$ cat config.mk
export PLATFORM = sky130hd
export DESIGN_NAME = brick_sequencer
export DESIGN_NICKNAME = d
export VERILOG_FILES = /design/src/rtl/brick_sequencer.sv
export SDC_FILE = /design/constraint.sdc
export NUM_CORES = 1
export LEC_CHECK = 0
export BUFFER_PORTS_ARGS = -buffer_cell sky130_fd_sc_hd__buf_4
export CAP_MARGIN = 20
export CORE_MARGIN = 2
export CORE_UTILIZATION = 40
export DETAILED_ROUTE_END_ITERATION = 16
export GPL_ROUTABILITY_DRIVEN = 0
export PLACE_DENSITY = 0.62
export SLEW_MARGIN = 20
export SYNTH_ARGS = -nofsm -noshare
export SYNTH_HDL_FRONTEND = slang
export SYNTH_SLANG_ARGS = --single-unit
$ cat constraint.sdc
create_clock -name i_clk -period 4.6 [get_ports i_clk]
set_clock_uncertainty 0.1 [all_clocks]
set_input_delay 0 -clock i_clk [delete_from_list [all_inputs] [get_ports i_clk]]
set_output_delay 0 -clock i_clk [all_outputs]
set_load 0.02 [all_outputs]
$ cat src/rtl/brick_sequencer.sv
// brick_sequencer: drives a single 2b x 2b brick multiplier slice by slice and
// shift-accumulates the brick products into one full-precision signed result.
// Optional feature macro: BRICK_SEQ_ZERO_SKIP_EN -- when defined, operations
// with a zero (masked) operand bypass the slice loop and complete immediately.
module brick_sequencer #(
  parameter int unsigned MAX_BITS = 8
) (
  input  logic                      i_clk,
  input  logic                      i_rst_n,
  input  logic                      i_valid,
  output logic                      o_ready,
  input  logic [MAX_BITS-1:0]       i_activation,
  input  logic [MAX_BITS-1:0]       i_weight,
  input  logic [1:0]                i_a_prec,
  input  logic [1:0]                i_w_prec,
  input  logic                      i_A_signed,
  input  logic                      i_W_signed,
  output logic [1:0]                o_brick_act,
  output logic [1:0]                o_brick_wgt,
  output logic                      o_brick_A_signed,
  output logic                      o_brick_W_signed,
  input  logic signed [4:0]         i_brick_prod,
  output logic                      o_valid,
  input  logic                      i_ready,
  output logic signed [2*MAX_BITS:0] o_result
);

  localparam int unsigned ACC_W = 2 * MAX_BITS + 1;
  localparam int unsigned NSL   = MAX_BITS / 2;
  localparam int unsigned IDX_W = (NSL > 1) ? $clog2(NSL) : 1;

  typedef enum logic [1:0] {
    IDLE,
    RUN,
    DONE
  } state_e;

  // Precision code to operand width in bits, clamped to MAX_BITS.
  function automatic int unsigned prec_bits(input logic [1:0] p);
    int unsigned b;
    case (p)
      2'b00:   b = 2;
      2'b01:   b = 4;
      2'b10:   b = 8;
      default: b = MAX_BITS;
    endcase
    if (b > MAX_BITS) b = MAX_BITS;
    return b;
  endfunction

  function automatic logic [MAX_BITS-1:0] prec_mask(input logic [1:0] p);
    logic [MAX_BITS-1:0] m;
    int unsigned         b;
    b = prec_bits(p);
    for (int unsigned k = 0; k < MAX_BITS; k++) m[k] = (k < b);
    return m;
  endfunction

  // Index of the most significant (last) 2-bit slice.
  function automatic logic [IDX_W-1:0] prec_last(input logic [1:0] p);
    return IDX_W'(prec_bits(p) / 2 - 1);
  endfunction

  state_e                  state_q, state_d;
  logic [MAX_BITS-1:0]     act_q, act_d, wgt_q, wgt_d;
  logic [IDX_W-1:0]        ia_q, ia_d, iw_q, iw_d;
  logic [IDX_W-1:0]        na_last_q, na_last_d, nw_last_q, nw_last_d;
  logic                    asg_q, asg_d, wsg_q, wsg_d;
  logic signed [ACC_W-1:0] acc_q, acc_d;

  logic [MAX_BITS-1:0]     act_m, wgt_m;
  logic [IDX_W:0]          act_lsb, wgt_lsb;
  logic [IDX_W+1:0]        shamt;
  logic signed [ACC_W-1:0] prod_ext;

  assign act_m    = i_activation & prec_mask(i_a_prec);
  assign wgt_m    = i_weight & prec_mask(i_w_prec);
  assign act_lsb  = {ia_q, 1'b0};
  assign wgt_lsb  = {iw_q, 1'b0};
  assign shamt    = {({1'b0, ia_q} + {1'b0, iw_q}), 1'b0};
  assign prod_ext = ACC_W'(i_brick_prod);

  // State and datapath registers; reset discards any operation in flight.
  always_ff @(posedge i_clk or negedge i_rst_n) begin
    if (!i_rst_n) begin
      state_q   <= IDLE;
      act_q     <= '0;
      wgt_q     <= '0;
      ia_q      <= '0;
      iw_q      <= '0;
      na_last_q <= '0;
      nw_last_q <= '0;
      asg_q     <= 1'b0;
      wsg_q     <= 1'b0;
      acc_q     <= '0;
    end else begin
      state_q   <= state_d;
      act_q     <= act_d;
      wgt_q     <= wgt_d;
      ia_q      <= ia_d;
      iw_q      <= iw_d;
      na_last_q <= na_last_d;
      nw_last_q <= nw_last_d;
      asg_q     <= asg_d;
      wsg_q     <= wsg_d;
      acc_q     <= acc_d;
    end
  end

  // Next-state, slice iteration, accumulation and port outputs.
  always_comb begin
    state_d          = state_q;
    act_d            = act_q;
    wgt_d            = wgt_q;
    ia_d             = ia_q;
    iw_d             = iw_q;
    na_last_d        = na_last_q;
    nw_last_d        = nw_last_q;
    asg_d            = asg_q;
    wsg_d            = wsg_q;
    acc_d            = acc_q;
    o_ready          = 1'b0;
    o_valid          = 1'b0;
    o_result         = '0;
    o_brick_act      = '0;
    o_brick_wgt      = '0;
    o_brick_A_signed = 1'b0;
    o_brick_W_signed = 1'b0;

    case (state_q)
      IDLE: begin
        o_ready = 1'b1;
        if (i_valid) begin
          act_d     = act_m;
          wgt_d     = wgt_m;
          na_last_d = prec_last(i_a_prec);
          nw_last_d = prec_last(i_w_prec);
          asg_d     = i_A_signed;
          wsg_d     = i_W_signed;
          acc_d     = '0;
          ia_d      = '0;
          iw_d      = '0;
          state_d   = RUN;
`ifdef BRICK_SEQ_ZERO_SKIP_EN
          if ((act_m == '0) || (wgt_m == '0)) state_d = DONE;
`else
`endif
        end
      end

      RUN: begin
        o_brick_act      = act_q[act_lsb +: 2];
        o_brick_wgt      = wgt_q[wgt_lsb +: 2];
        // Only the top slice of a signed operand carries its sign.
        o_brick_A_signed = asg_q & (ia_q == na_last_q);
        o_brick_W_signed = wsg_q & (iw_q == nw_last_q);
        acc_d            = acc_q + (prod_ext <<< shamt);
        if (iw_q == nw_last_q) begin
          iw_d = '0;
          if (ia_q == na_last_q) state_d = DONE;
          else                   ia_d    = ia_q + 1'b1;
        end else begin
          iw_d = iw_q + 1'b1;
        end
      end

      DONE: begin
        o_valid  = 1'b1;
        o_result = acc_q;
        if (i_ready) state_d = IDLE;
      end

      default: state_d = IDLE;
    endcase
  end

endmodule

==> impl_metrics.json <==
{
  "yosysSeqAreaShare": 0.366,
  "fp-row-count": 31,
  "grt_max_degree": 46,
  "vias": 2705,
  "grt_pass1_vias": 2611,
  "cpMaxStageDelayCell": "fa_1",
  "yosys-top-cells-count": "nand2_1 (49), dfrtp_1 (45), o21ai_0 (44)",
  "diodes": 0,
  "synth.area.top_cells": "dfrtp_1 (37%), ha_1 (7.7%), o21ai_0 (7.2%), nand2_1 (6.0%), and2_1 (3.7%)",
  "io_buffers": 55,
  "worst-path-max-fanout": 14,
  "remaining_drc_errors": 0,
  "max_slew_margin": 0.603,
  "end_kind": "flop",
  "grt_usage": 0.177,
  "yosys_warnings": 0,
  "grt_pass1_wl_um": 12200,
  "wire_per_inst_um": 13.6,
  "ios": 56,
  "grt_overflow": 0,
  "synth_flop_cell": "dfrtp_1",
  "period_needed_ns": 4.19,
  "synth.largest_area_cell": "dfrtp_1",
  "rrSetupSlack_ns": 0.41,
  "rsz0062_at_grt": "false",
  "drt_wl_total_um": 7120,
  "fin_nets": 477,
  "antenna_found_initial": 0,
  "syn-cell-area_sq_um": 3080,
  "clock.fmax_mhz": 238,
  "setup_violations": 0,
  "hpwl_um": 5300,
  "clk_latency_ns": 0.30,
  "path_class": "reg2reg",
  "synth-seq-cells": 45,
  "cts_sinks": 45,
  "synth_most_common_cell": "nand2_1",
  "max_stage_delay_ns": 0.73,
  "drive_gt1_frac": 0.192,
  "ctsResizeCount": 0,
  "chipHeight_um": 91.7,
  "slew_violations": 0,
  "maxCapViolCount": 0,
  "synth_top_area_share": 0.366,
  "post-place-cells": 492,
  "critPathLaunch": "ia_q[0]$_DFFE_PN0P_",
  "final.period_utilization": 0.912,
  "synth-edff-count": 0,
  "antenna_left": 0,
  "setup_tns_ns": 0,
  "syn_inst": 350,
  "cts-htree-levels": 2,
  "synth.distinct_cells": 41,
  "cts_tree": "done",
  "ctsRootBufferMaster": "clkbuf_8",
  "final_hold_viol_count": 0,
  "cp.arrival_ns": 4.30,
  "crit_required_ns": 4.71,
  "async_reset_ff_frac": 1.00,
  "fp.dieArea_sq_um": 8410,
  "tightest_slew_ns": 0.595,
  "numCtsBuffers": 5,
  "p_per_area_nw_per_um2": 831,
  "clock_path_buffers": 2,
  "outcome": "complete, no violations",
  "start_kind": "flop",
  "core-area_sq_um": 7370,
  "synthesis.nets": 402,
  "leakage_nw": 1.86,
  "die_x_um": 91.7,
  "r2r_start": "ia_q[0]$_DFFE_PN0P_",
  "syn_to_final_growth_pct": 28.3,
  "syn_avg_cell_area_sq_um": 8.79,
  "dr.pass1.iters": 4,
  "ir_drop_uv": 362,
  "hp-start": "i_a_prec[1]",
  "start_util": 0.417,
  "cts.clk_slew.worst_paths_ns": 0.10,
  "drt_iter0_markers": 203,
  "worstHoldPathType": "in2reg",
  "stdcell_count": 525,
  "crit_path_cell_trace": "ha_1, inv_1, fa_1, nand2_1, nor2b_1, ha_1, inv_1, fa_1, nand2b_1, nand2_1, a21oi_1, o31ai_1, a31oi_1, xor2_1, o211ai_1",
  "avgViaCountPerCell": 5.15
}
flip-flops by register name, indices dropped and copies added (netlist names):
| name | count |
|---|---|
| na_last_q | 2 |
| wsg_q | 1 |
| asg_q | 1 |
| wgt_q | 8 |
| state_q | 2 |
| act_q | 8 |
| ia_q | 2 |
| nw_last_q | 2 |
| acc_q | 17 |
| iw_q | 2 |
worst max-delay path: cells and delay by family (launching register included):
family / cells / cell delay, ns
adder cells (fa/ha/maj): 4 / 1.51
AO/OA/AOI/OAI: 4 / 1.05
flip-flops: 1 / 0.54
buffers and inverters: 2 / 0.11
AND/OR/NAND/NOR: 4 / 0.57
XOR/XNOR: 1 / 0.21
cell usage in the layout (no fill, tap or decap), drive strengths merged, types with 2 or more instances in the layout:
cell         netlist  final
mux2i              5      5
nand3             14     14
nor2b             10     10
o211ai             3      3
a221o              2      2
xor2              12     12
and2              18     18
ha                19     19
and3               3      3
nor3               4      4
nand2             49     49
fa                 2      2
inv               10     12
xnor2              7      7
dlygate4sd3        0     25
nor2              15     15
a21o               6      6
mux4               4      4
buf                1     58
a21oi             19     19
a31oi              7      7
or2                2      2
nand2b            11     11
o21a               2      2
mux2               8      8
o21ai             46     46
clkbuf            14      5
dfrtp             45     45
cell type report:
cell class,instances,area (sq um)
inverter,10,37.5
multi-input combinational,280,1860
fill,694,3420
clock buffer,5,68.8
tap,99,124
sequential,45,1130
timing repair buffer,83,686
clock inverter,3,47.5
timing repair:
item / CTS / global route
endpoints found under the hold margin: 67 / 0
buffers inserted: 0 / 0
hold buffers: 25 / 0
path summary, 6_finish.rpt:
path,endpoint,cells past startpoint
worst min-delay path,act_q[2]$_DFFE_PN0P_,4
max in group asynchronous,act_q[7]$_DFFE_PN0P_,2
worst max-delay path,acc_q[16]$_DFFE_PN0P_,15
worst max register to register,acc_q[16]$_DFFE_PN0P_,15
min in group asynchronous,acc_q[4]$_DFFE_PN0P_,2
worst min register to register,act_q[7]$_DFFE_PN0P_,2
power by group:
part / switching, mW / internal, mW
clock network: 0.155 / 0.166
registers: 0.158 / 0.610
logic: 1.22 / 0.975
metrics by stage:
step | area (sq um) | utilization | hold slack [ns] | setup slack, ns | power, mW
final | 3950 | 0.535 | 0.0174 | 0.406 | 3.28
after global routing | 3950 | 0.535 | 0.0350 | 0.0608 | 3.63
after CTS | 3950 | 0.535 | 0.0164 | 0.471 | 3.28
after detailed placement | 3580 | 0.486 | -0.0587 | 0.548 | 2.93
after global placement | 3570 | 0.485 | -0.0554 | 0.687 | 2.90
after floorplan | 3080 | - | -0.396 | 1.05 | 2.45
layer usage:
metal / global-route usage / up-vias / share of wire
met5: 0 / - / 0
met4: 0.0423 / 0 / 0.011
met3: 0.0329 / 8 / 0.055
met2: 0.301 / 70 / 0.48
met1: 0.234 / 1253 / 0.45
li1: - / 1374 / -
cell families after synthesis:
family,count (synthesis),synth area share
flip-flops,45,0.366
AND/OR/NAND/NOR,128,0.202
buffers and inverters,25,0.0305
AO/OA/AOI/OAI,95,0.183
XOR/XNOR,19,0.0541
adder cells (fa/ha/maj),21,0.0903
multiplexers,17,0.0748
No activity file was read; power rests on OpenSTA's default activity.
